--- config.mk ---
export PLATFORM = sky130hd
export DESIGN_NAME = press_gen_flat
export DESIGN_NICKNAME = d
export VERILOG_FILES = /design/src/rtl/press_gen_if.sv /design/src/rtl/press_gen.sv /design/src/flat_wrapper.sv
export SDC_FILE = /design/constraint.sdc
export NUM_CORES = 1
export LEC_CHECK = 0
export ABC_AREA = 1
export BUFFER_PORTS_ARGS = -buffer_cell sky130_fd_sc_hd__clkbuf_2
export CORE_MARGIN = 5
export CORE_UTILIZATION = 65
export CTS_BUF_LIST = sky130_fd_sc_hd__clkbuf_4
export DETAILED_ROUTE_END_ITERATION = 16
export PLACE_DENSITY = 0.88
export SYNTH_ARGS = -nofsm -noshare
export SYNTH_HDL_FRONTEND = slang
export SYNTH_SLANG_ARGS = --single-unit
--- constraint.sdc ---
create_clock -name clock0 -period 5.2 [get_ports clock0]
set_clock_uncertainty 0.1 [all_clocks]
set_input_delay 1.04 -clock clock0 [delete_from_list [all_inputs] [get_ports clock0]]
set_output_delay 1.04 -clock clock0 [all_outputs]
set_load 0.03 [all_outputs]
--- src/rtl/press_gen_if.sv ---
// press_gen_if: target/load request side and press-line/status side of the
// press sequencer. master = the agent issuing loads, slave = press_gen.
interface press_gen_if;
  logic [7:0] target;
  logic       load;
  logic       countu;
  logic       countd;
  logic [7:0] nr_presses;
  logic       busy;
  logic       done;

  modport master (
    output target, load,
    input  countu, countd, nr_presses, busy, done
  );

  modport slave (
    input  target, load,
    output countu, countd, nr_presses, busy, done
  );
endinterface

--- src/rtl/press_gen.sv ---
// press_gen: emits fixed-width countu/countd press pulses separated by a
// release gap until the shadow count equals the latched target.
// Optional feature macro: PRESS_GEN_WRAP_EN selects shortest-path modulo-256
// direction; without it the direction is linear and the shadow never wraps.
module press_gen #(
  parameter int PressWidth = 4,
  parameter int GapWidth   = 4
) (
  input  logic     clock0,
  input  logic     reset,
  press_gen_if.slave bus
);

  localparam int MaxW = (PressWidth > GapWidth) ? PressWidth : GapWidth;
  localparam int CW   = (MaxW > 1) ? $clog2(MaxW) : 1;
  localparam logic [CW-1:0] PLast = CW'(PressWidth - 1);
  localparam logic [CW-1:0] GLast = CW'(GapWidth - 1);

  typedef enum logic [1:0] {IDLE, PRESS, GAP} state_t;

  state_t        state_q, state_d;
  logic [CW-1:0] cnt_q, cnt_d;
  logic [7:0]    tgt_q, tgt_d;
  logic [7:0]    nr_q, nr_d;
  logic          countu_q, countu_d;
  logic          countd_q, countd_d;
  logic          busy_q, busy_d;
  logic          done_q, done_d;

  // A load in the same cycle as a decision point takes effect for that decision.
  logic [7:0] eff_tgt;
  logic [7:0] diff;
  logic       go_up;

  // Direction for the next press, from the effective target and shadow.
  always_comb begin
    eff_tgt = bus.load ? bus.target : tgt_q;
    diff    = eff_tgt - nr_q;
`ifdef PRESS_GEN_WRAP_EN
    go_up   = (diff != 8'd0) && (diff <= 8'd128);
`else
    go_up   = (eff_tgt > nr_q);
`endif
  end

  // Next-state and next-output logic; outputs are all registered.
  always_comb begin
    state_d  = state_q;
    cnt_d    = cnt_q;
    tgt_d    = eff_tgt;
    nr_d     = nr_q;
    countu_d = countu_q;
    countd_d = countd_q;
    busy_d   = busy_q;
    done_d   = 1'b0;
    case (state_q)
      IDLE: begin
        if (bus.load) begin
          if (diff != 8'd0) begin
            state_d  = PRESS;
            cnt_d    = '0;
            countu_d = go_up;
            countd_d = !go_up;
            busy_d   = 1'b1;
          end else begin
            done_d   = 1'b1;
          end
        end
      end
      PRESS: begin
        if (cnt_q == PLast) begin
          // Press released: shadow follows the line that was held.
          state_d  = GAP;
          cnt_d    = '0;
          countu_d = 1'b0;
          countd_d = 1'b0;
          nr_d     = countu_q ? nr_q + 8'd1 : nr_q - 8'd1;
        end else begin
          cnt_d    = cnt_q + CW'(1);
        end
      end
      GAP: begin
        if (cnt_q == GLast) begin
          cnt_d = '0;
          if (diff == 8'd0) begin
            state_d = IDLE;
            busy_d  = 1'b0;
            done_d  = 1'b1;
          end else begin
            state_d  = PRESS;
            countu_d = go_up;
            countd_d = !go_up;
          end
        end else begin
          cnt_d = cnt_q + CW'(1);
        end
      end
      default: begin
        state_d  = IDLE;
        countu_d = 1'b0;
        countd_d = 1'b0;
        busy_d   = 1'b0;
      end
    endcase
  end

  // State and output registers; reset clears everything immediately.
  always_ff @(posedge clock0 or negedge reset) begin
    if (!reset) begin
      state_q  <= IDLE;
      cnt_q    <= '0;
      tgt_q    <= 8'd0;
      nr_q     <= 8'd0;
      countu_q <= 1'b0;
      countd_q <= 1'b0;
      busy_q   <= 1'b0;
      done_q   <= 1'b0;
    end else begin
      state_q  <= state_d;
      cnt_q    <= cnt_d;
      tgt_q    <= tgt_d;
      nr_q     <= nr_d;
      countu_q <= countu_d;
      countd_q <= countd_d;
      busy_q   <= busy_d;
      done_q   <= done_d;
    end
  end

  assign bus.countu     = countu_q;
  assign bus.countd     = countd_q;
  assign bus.nr_presses = nr_q;
  assign bus.busy       = busy_q;
  assign bus.done       = done_q;

endmodule

--- src/flat_wrapper.sv ---
// flat-port wrapper written by rule: the top's interface ports become plain ports
module press_gen_flat 
#(
  parameter int PressWidth = 4,
  parameter int GapWidth   = 4
)
  (clock0, reset, bus_target, bus_load, bus_countu, bus_countd, bus_nr_presses, bus_busy, bus_done);
  press_gen_if bus_i ();
  input  logic clock0;
  input  logic reset;
  input wire logic [$bits(bus_i.target)-1:0] bus_target;
  input wire logic [$bits(bus_i.load)-1:0] bus_load;
  output wire logic [$bits(bus_i.countu)-1:0] bus_countu;
  output wire logic [$bits(bus_i.countd)-1:0] bus_countd;
  output wire logic [$bits(bus_i.nr_presses)-1:0] bus_nr_presses;
  output wire logic [$bits(bus_i.busy)-1:0] bus_busy;
  output wire logic [$bits(bus_i.done)-1:0] bus_done;
  assign bus_i.target = bus_target;
  assign bus_i.load = bus_load;
  assign bus_countu = bus_i.countu;
  assign bus_countd = bus_i.countd;
  assign bus_nr_presses = bus_i.nr_presses;
  assign bus_busy = bus_i.busy;
  assign bus_done = bus_i.done;
  press_gen #(.PressWidth(PressWidth), .GapWidth(GapWidth)) u_core (.clock0(clock0), .reset(reset), .bus(bus_i));
endmodule
=== Yosys cells after proc, flatten, opt, wreduce, memory -nomap -nowiden ===
Index checks and enable logic that the tools add are counted.

* Register bits: 24
* Memory bits (writable): 0
* Memories kept: 0
* Bits of input ports: 11
* Output and inout bits: 12
* Latch bits: 0
* Bits in read-only memories: 0

* $lt $le $gt $ge: 1
* $mul: 0
* Reduce and logical (&&, ||, !) cells: 11
* Add/sub/neg operators: 4
* Muxes and demuxes: 33
* Eq/ne operators: 9
* Bitwise operators: 1
* Shift-type cells: 0
* Divide/modulo/power cells: 0

{| class="wikitable"
|+ Operators by type and width
! operator !! count
|-
| 1-bit 2-to-1 mux || 18
|-
| 8-bit 2-to-1 mux || 2
|-
| 2-bit 2-to-1 mux || 7
|-
| 5-bit AND reduction || 2
|-
| 1-bit case mux with 3 select lines || 3
|-
| 8-bit by 1-bit adder with 8-bit output (second input constant) || 1
|-
| 8-bit greater-than comparator || 1
|-
| 8-bit zero test || 1
|-
| 2-bit by 1-bit inequality test with 1-bit output (second input constant) || 4
|-
| 8-bit nonzero test || 1
|-
| 8-bit by 1-bit subtractor with 8-bit output (second input constant) || 1
|-
| 8-bit subtractor || 1
|-
| 2-bit case mux with 3 select lines || 1
|-
| 2-bit equality test (second input constant) || 2
|-
| 2-bit inequality test (second input constant) || 2
|-
| 2-bit case mux with 2 select lines || 1
|-
| 4-bit AND reduction || 1
|-
| 3-bit AND reduction || 1
|-
| 2-bit by 1-bit adder with 2-bit output (second input constant) || 1
|-
| 2-bit by 1-bit equality test with 1-bit output (second input constant) || 1
|-
| 2-bit zero test || 1
|-
| 1-bit case mux with 2 select lines || 1
|-
| 2-bit AND reduction || 1
|-
| 2-bit nonzero test || 1
|-
| other kinds (3) || 3
|}

=== Longest topological paths before layout ===
* Word-level depth: 6
* Depth in mapped cells: 20
* Gate-level depth less buffers: 19

=== Least setup slack after synthesis ===
Ideal clock, no wire load.

* Path kind: input to register
* Start point: input bus_load
* End point: register u_core.countd_q, in the netlist u_core.bus.countd
* Cell stages on the path: 18
* Setup slack: 2.117 ns
* Buffers on the path: 1
* Arrival time: 2.862 ns
* Path through: buf_2 clkinv_1 or2_2 o21ai_0 ha_1 inv_2 nand2_2 nand2_2 nand2_1 nand3_1 nand2_1 nand2_2 nor2_4 nand3_4 nand2_4 nor2_2 nand2_1 nand2_1

* Longest elaborated chain between the ends: 6

{| class="wikitable"
|+ Ends and longest elaborated chain
! element !! line !! source
|-
| start, declared || flat_wrapper.sv:12 || <nowiki>input wire logic [$bits(bus_i.load)-1:0] bus_load;</nowiki>
|-
| branches (longest 6 deep; another with 8-bit subtractor) || - ||
|-
| end signal, assigned || press_gen.sv:124 || <nowiki>countd_q <= countd_d;</nowiki>
|-
| end, declared || press_gen.sv:26 || <nowiki>logic countd_q, countd_d;</nowiki>
|}

Several ways; the timed one is not identified. The select of a mux whose other input is x is not followed.
A chain may end at the register's enable or synchronous reset.

=== Worst setup path after layout ===
Ends and elaborated chain as after synthesis.

==> metrics.md <==
| Metric | Value |
|---|---|
| Global-route wire length before repair | `6480 um` |
| Iteration count of the initial detailed-routing pass | `4` |
| Post-CTS Resized | `0` |
| Layout fillers | `roughly 240` |
| Worst Path Required | `~5.3 ns` |
| Most common cell after layout, fill and taps aside | `nand2_1` |
| Layout cells sized above 1 | `18.9%` |
| Final wirelength | `roughly 3600 um` |
| Sequential area share after synthesis | `32.5%` |
| FFs w/ async S/R, synth | `100%` |
| Die Area | `~4000 um^2` |
| IO buf count | `22` |
| Worst setup path category | `in2reg` |
| EDFF count, synth | `0` |
| Comb power frac | `69.6%` |
| Antenna diodes | `0` |
| Vias in the first global route | `between 1,500 and 2,000` |
| P_sw | `about 0.64 mW` |
| Fin. Hold Viols | `0` |
| CTS buffer count | `3` |
| Synth Cell Area | `roughly 1800 um^2` |
| Post-DP HPWL | `a little over 3000 um` |
| Setup crit start kind | `primary input` |
| Post-route cell area | `about 2000 um^2` |
| Normalized max-slew margin | `between 60% and 70%` |
| Aggregate global routing overflow | `0` |
| Iteration-0 DRC Markers | `104` |
| Post-synth cell types | `33` |
| Final min period | `3.08 ns` |
| Post-synth top flop | `dfrtp_1` |
| Critical Path Sink Type | `flop` |
| Total negative slack | `0 ns` |
| Flop pwr share | `24.1%` |
| Pins over their slew limit | `0` |
| H-tree Lvls | `1` |
| Non-Filler Instances | `306` |
| Status | `finished clean` |
| Maximum vdd drop | `between 0.5 and 0.6 mV` |
| CTS sink cnt | `24` |
| Average size of a mapped cell | `7.34 um^2` |
| Clock tree buffer depth | `2` |
| Placeable core area | `approximately 2700 um^2` |
| DR WL/cell | `about 12 um` |
| Hold path cells | `2` |
| Synth top area cells | `dfrtp_1 32%, nand2_1 16%, ha_1 14%` |
| Top cell type's share of synthesized area | `between 30% and 40%` |
| F_max | `0.325 GHz` |
| HP Class | `reg2reg` |
| CTS Hold Bufs | `0` |
| Area Growth Syn to Fin | `8.80%` |
| Max_cap viols | `0` |
| Least-Margin Pin Slew | `around 0.58 ns` |
| Die Y-Extent | `~63 um` |
| Sw frac | `~53%` |
| Row Count | `19` |
| Nets@finish | `310` |
| Static Leak | `roughly 1.1 nW` |
| Ratio of final minimum period to clock period | `roughly 60%` |
| Int Pwr | `about 0.57 mW` |
| Via Count | `about 1,600` |
| Final Setup Violations | `0` |
| CTS tree | `done` |
| Gate Count Post-Synth | `252` |
| Yosys warns | `0` |
| ANT nets after route | `0` |
| Largest net degree at the start of global routing | `25` |
| Critical path arrival | `roughly 3.2 ns` |
| GRT Overall Usage | `19.6%` |
| R2R cell count | `13` |
| Power share of the clock group | `6.4%` |
| Setup bufs post-CTS | `0` |
| IO Pins | `23` |
| RSZ-0062 raised after global routing | `false` |
| Drt drc | `0` |
| Most frequent cells in the layout | `78 x nand2_1, 37 x inv_1, 24 x dfrtp_1` |
| Clk root buf | `clkbuf_4` |
| Starting Density | `67.6%` |
| Clk slew on worst S/H paths | `around 0.12 ns` |
| Post-synth top area cell | `dfrtp_1` |
| DIE WIDTH | `between 60 and 70 um` |
| Pwr dens | `roughly 600 nW/um^2` |
| Cell area after placement | `a little under 2000 um^2` |
| Clk_lat worst skew | `approximately 0.31 ns` |
| Crit path max fanout | `10` |
| Synthesized net count | `around 290` |
| Post-DR vias/cell | `around 5.2` |
| Placed cell count | `303` |
| Hold_ws | `between 0.3 and 0.4 ns` |
| Antenna violations before repair | `0` |
| GPL Wtd Cong | `0.875` |
| Register bit total from synthesis | `24` |
-- metal layers --
layer | track usage (%) | vias to the layer above | wire length [um]
li1 | - | 845 | -
met4 | 5.45 | 0 | 59
met1 | 26.6 | 721 | 1750
met3 | 2.66 | 6 | 138
met2 | 32.5 | 23 | 1680
met5 | 0 | - | 0
-- Yosys cell counts, types with 2 or more instances --
cell type  instances
a21oi_1            9
a21oi_2            2
a31oi_1            2
dfrtp_1           24
ha_1              21
inv_1             37
nand2_1           78
nand2_2           14
nand3_1           10
nand4_1            4
nor2_1            13
nor2_2             3
nor2_4             2
o21ai_0            4
o21ai_1            7
o22ai_1            4
or2_2              2
-- worst max-delay path: stages --
cell and delay (ns):
clkbuf_2 0.18, clkinv_1 0.24, or2_2 0.33, o21ai_0 0.10, ha_1 0.20, inv_2 0.05
nand2_2 0.06, nand2_2 0.06, nand2_1 0.09, nand3_1 0.12, nand2_1 0.11, nand2_2 0.06
nor2_4 0.15, nand3_1 0.13, nand2_2 0.11, nor2_2 0.04, nand2_1 0.05, nand2_1 0.05
-- cell type report --
type / instances / area, um^2 / share of cell area (%)
timing repair buffer: 22 / 110 / 5.47
clock buffer: 3 / 22.5 / 1.12
multi-input combinational: 187 / 1090 / 54.4
sequential: 24 / 601 / 29.9
tap: 31 / 38.8 / 1.93
inverter: 39 / 146 / 7.28
-- worst paths after layout --
path,start,endpoint,slack [ns]
setup / recovery,bus_load,u_core.bus.countd,2.12
hold / removal,u_core.tgt_q[4],u_core.tgt_q[4],0.39
setup reg to reg,u_core.tgt_q[5],u_core.bus.countd,3.02
hold reg to reg,u_core.tgt_q[4],u_core.tgt_q[4],0.39
max in group asynchronous,reset,u_core.bus.nr_presses[5],4.01
min in group asynchronous,reset,u_core.tgt_q[6],0.61
-- power by group through the flow --
stage	combinational, mW	clock (mW)	sequential, mW
floorplan	0.604	0	0.360
global placement	0.819	0	0.295
detailed placement	0.844	0	0.297
CTS	0.848	0.0820	0.292
global route	0.967	0.0912	0.302
finish	0.844	0.0772	0.292
-- logic make-up (layout without fill, tap and decap cells) --
family / Yosys count / in the layout / share of synthesized area, %
compound gates: 31 / 31 / 9.61
xor+xnor: 2 / 2 / 0.947
fa+ha+maj: 22 / 22 / 15.3
buf+inv: 41 / 64 / 8.39
flops: 24 / 24 / 32.5
simple gates: 132 / 132 / 33.3
-- state kept, by name, summed over array words and instances (netlist names) --
name / cells
u_core.bus.nr_presses: 8
u_core.tgt_q: 8
u_core.cnt_q: 2
u_core.state_q: 2
u_core.bus.busy: 1
u_core.bus.countd: 1
u_core.bus.countu: 1
u_core.bus.done: 1
-- metrics by stage --
step / power, mW / util (%) / worst slack (ns)
global route: 1.36 / 73.6 / 1.92
detailed placement: 1.14 / 72.8 / 1.81
global placement: 1.11 / 72.8 / 1.91
CTS: 1.22 / 73.6 / 2.15
finish: 1.21 / 73.6 / 2.12
floorplan: 0.964 / - / 2.12
No activity file was read; power rests on OpenSTA's default activity.
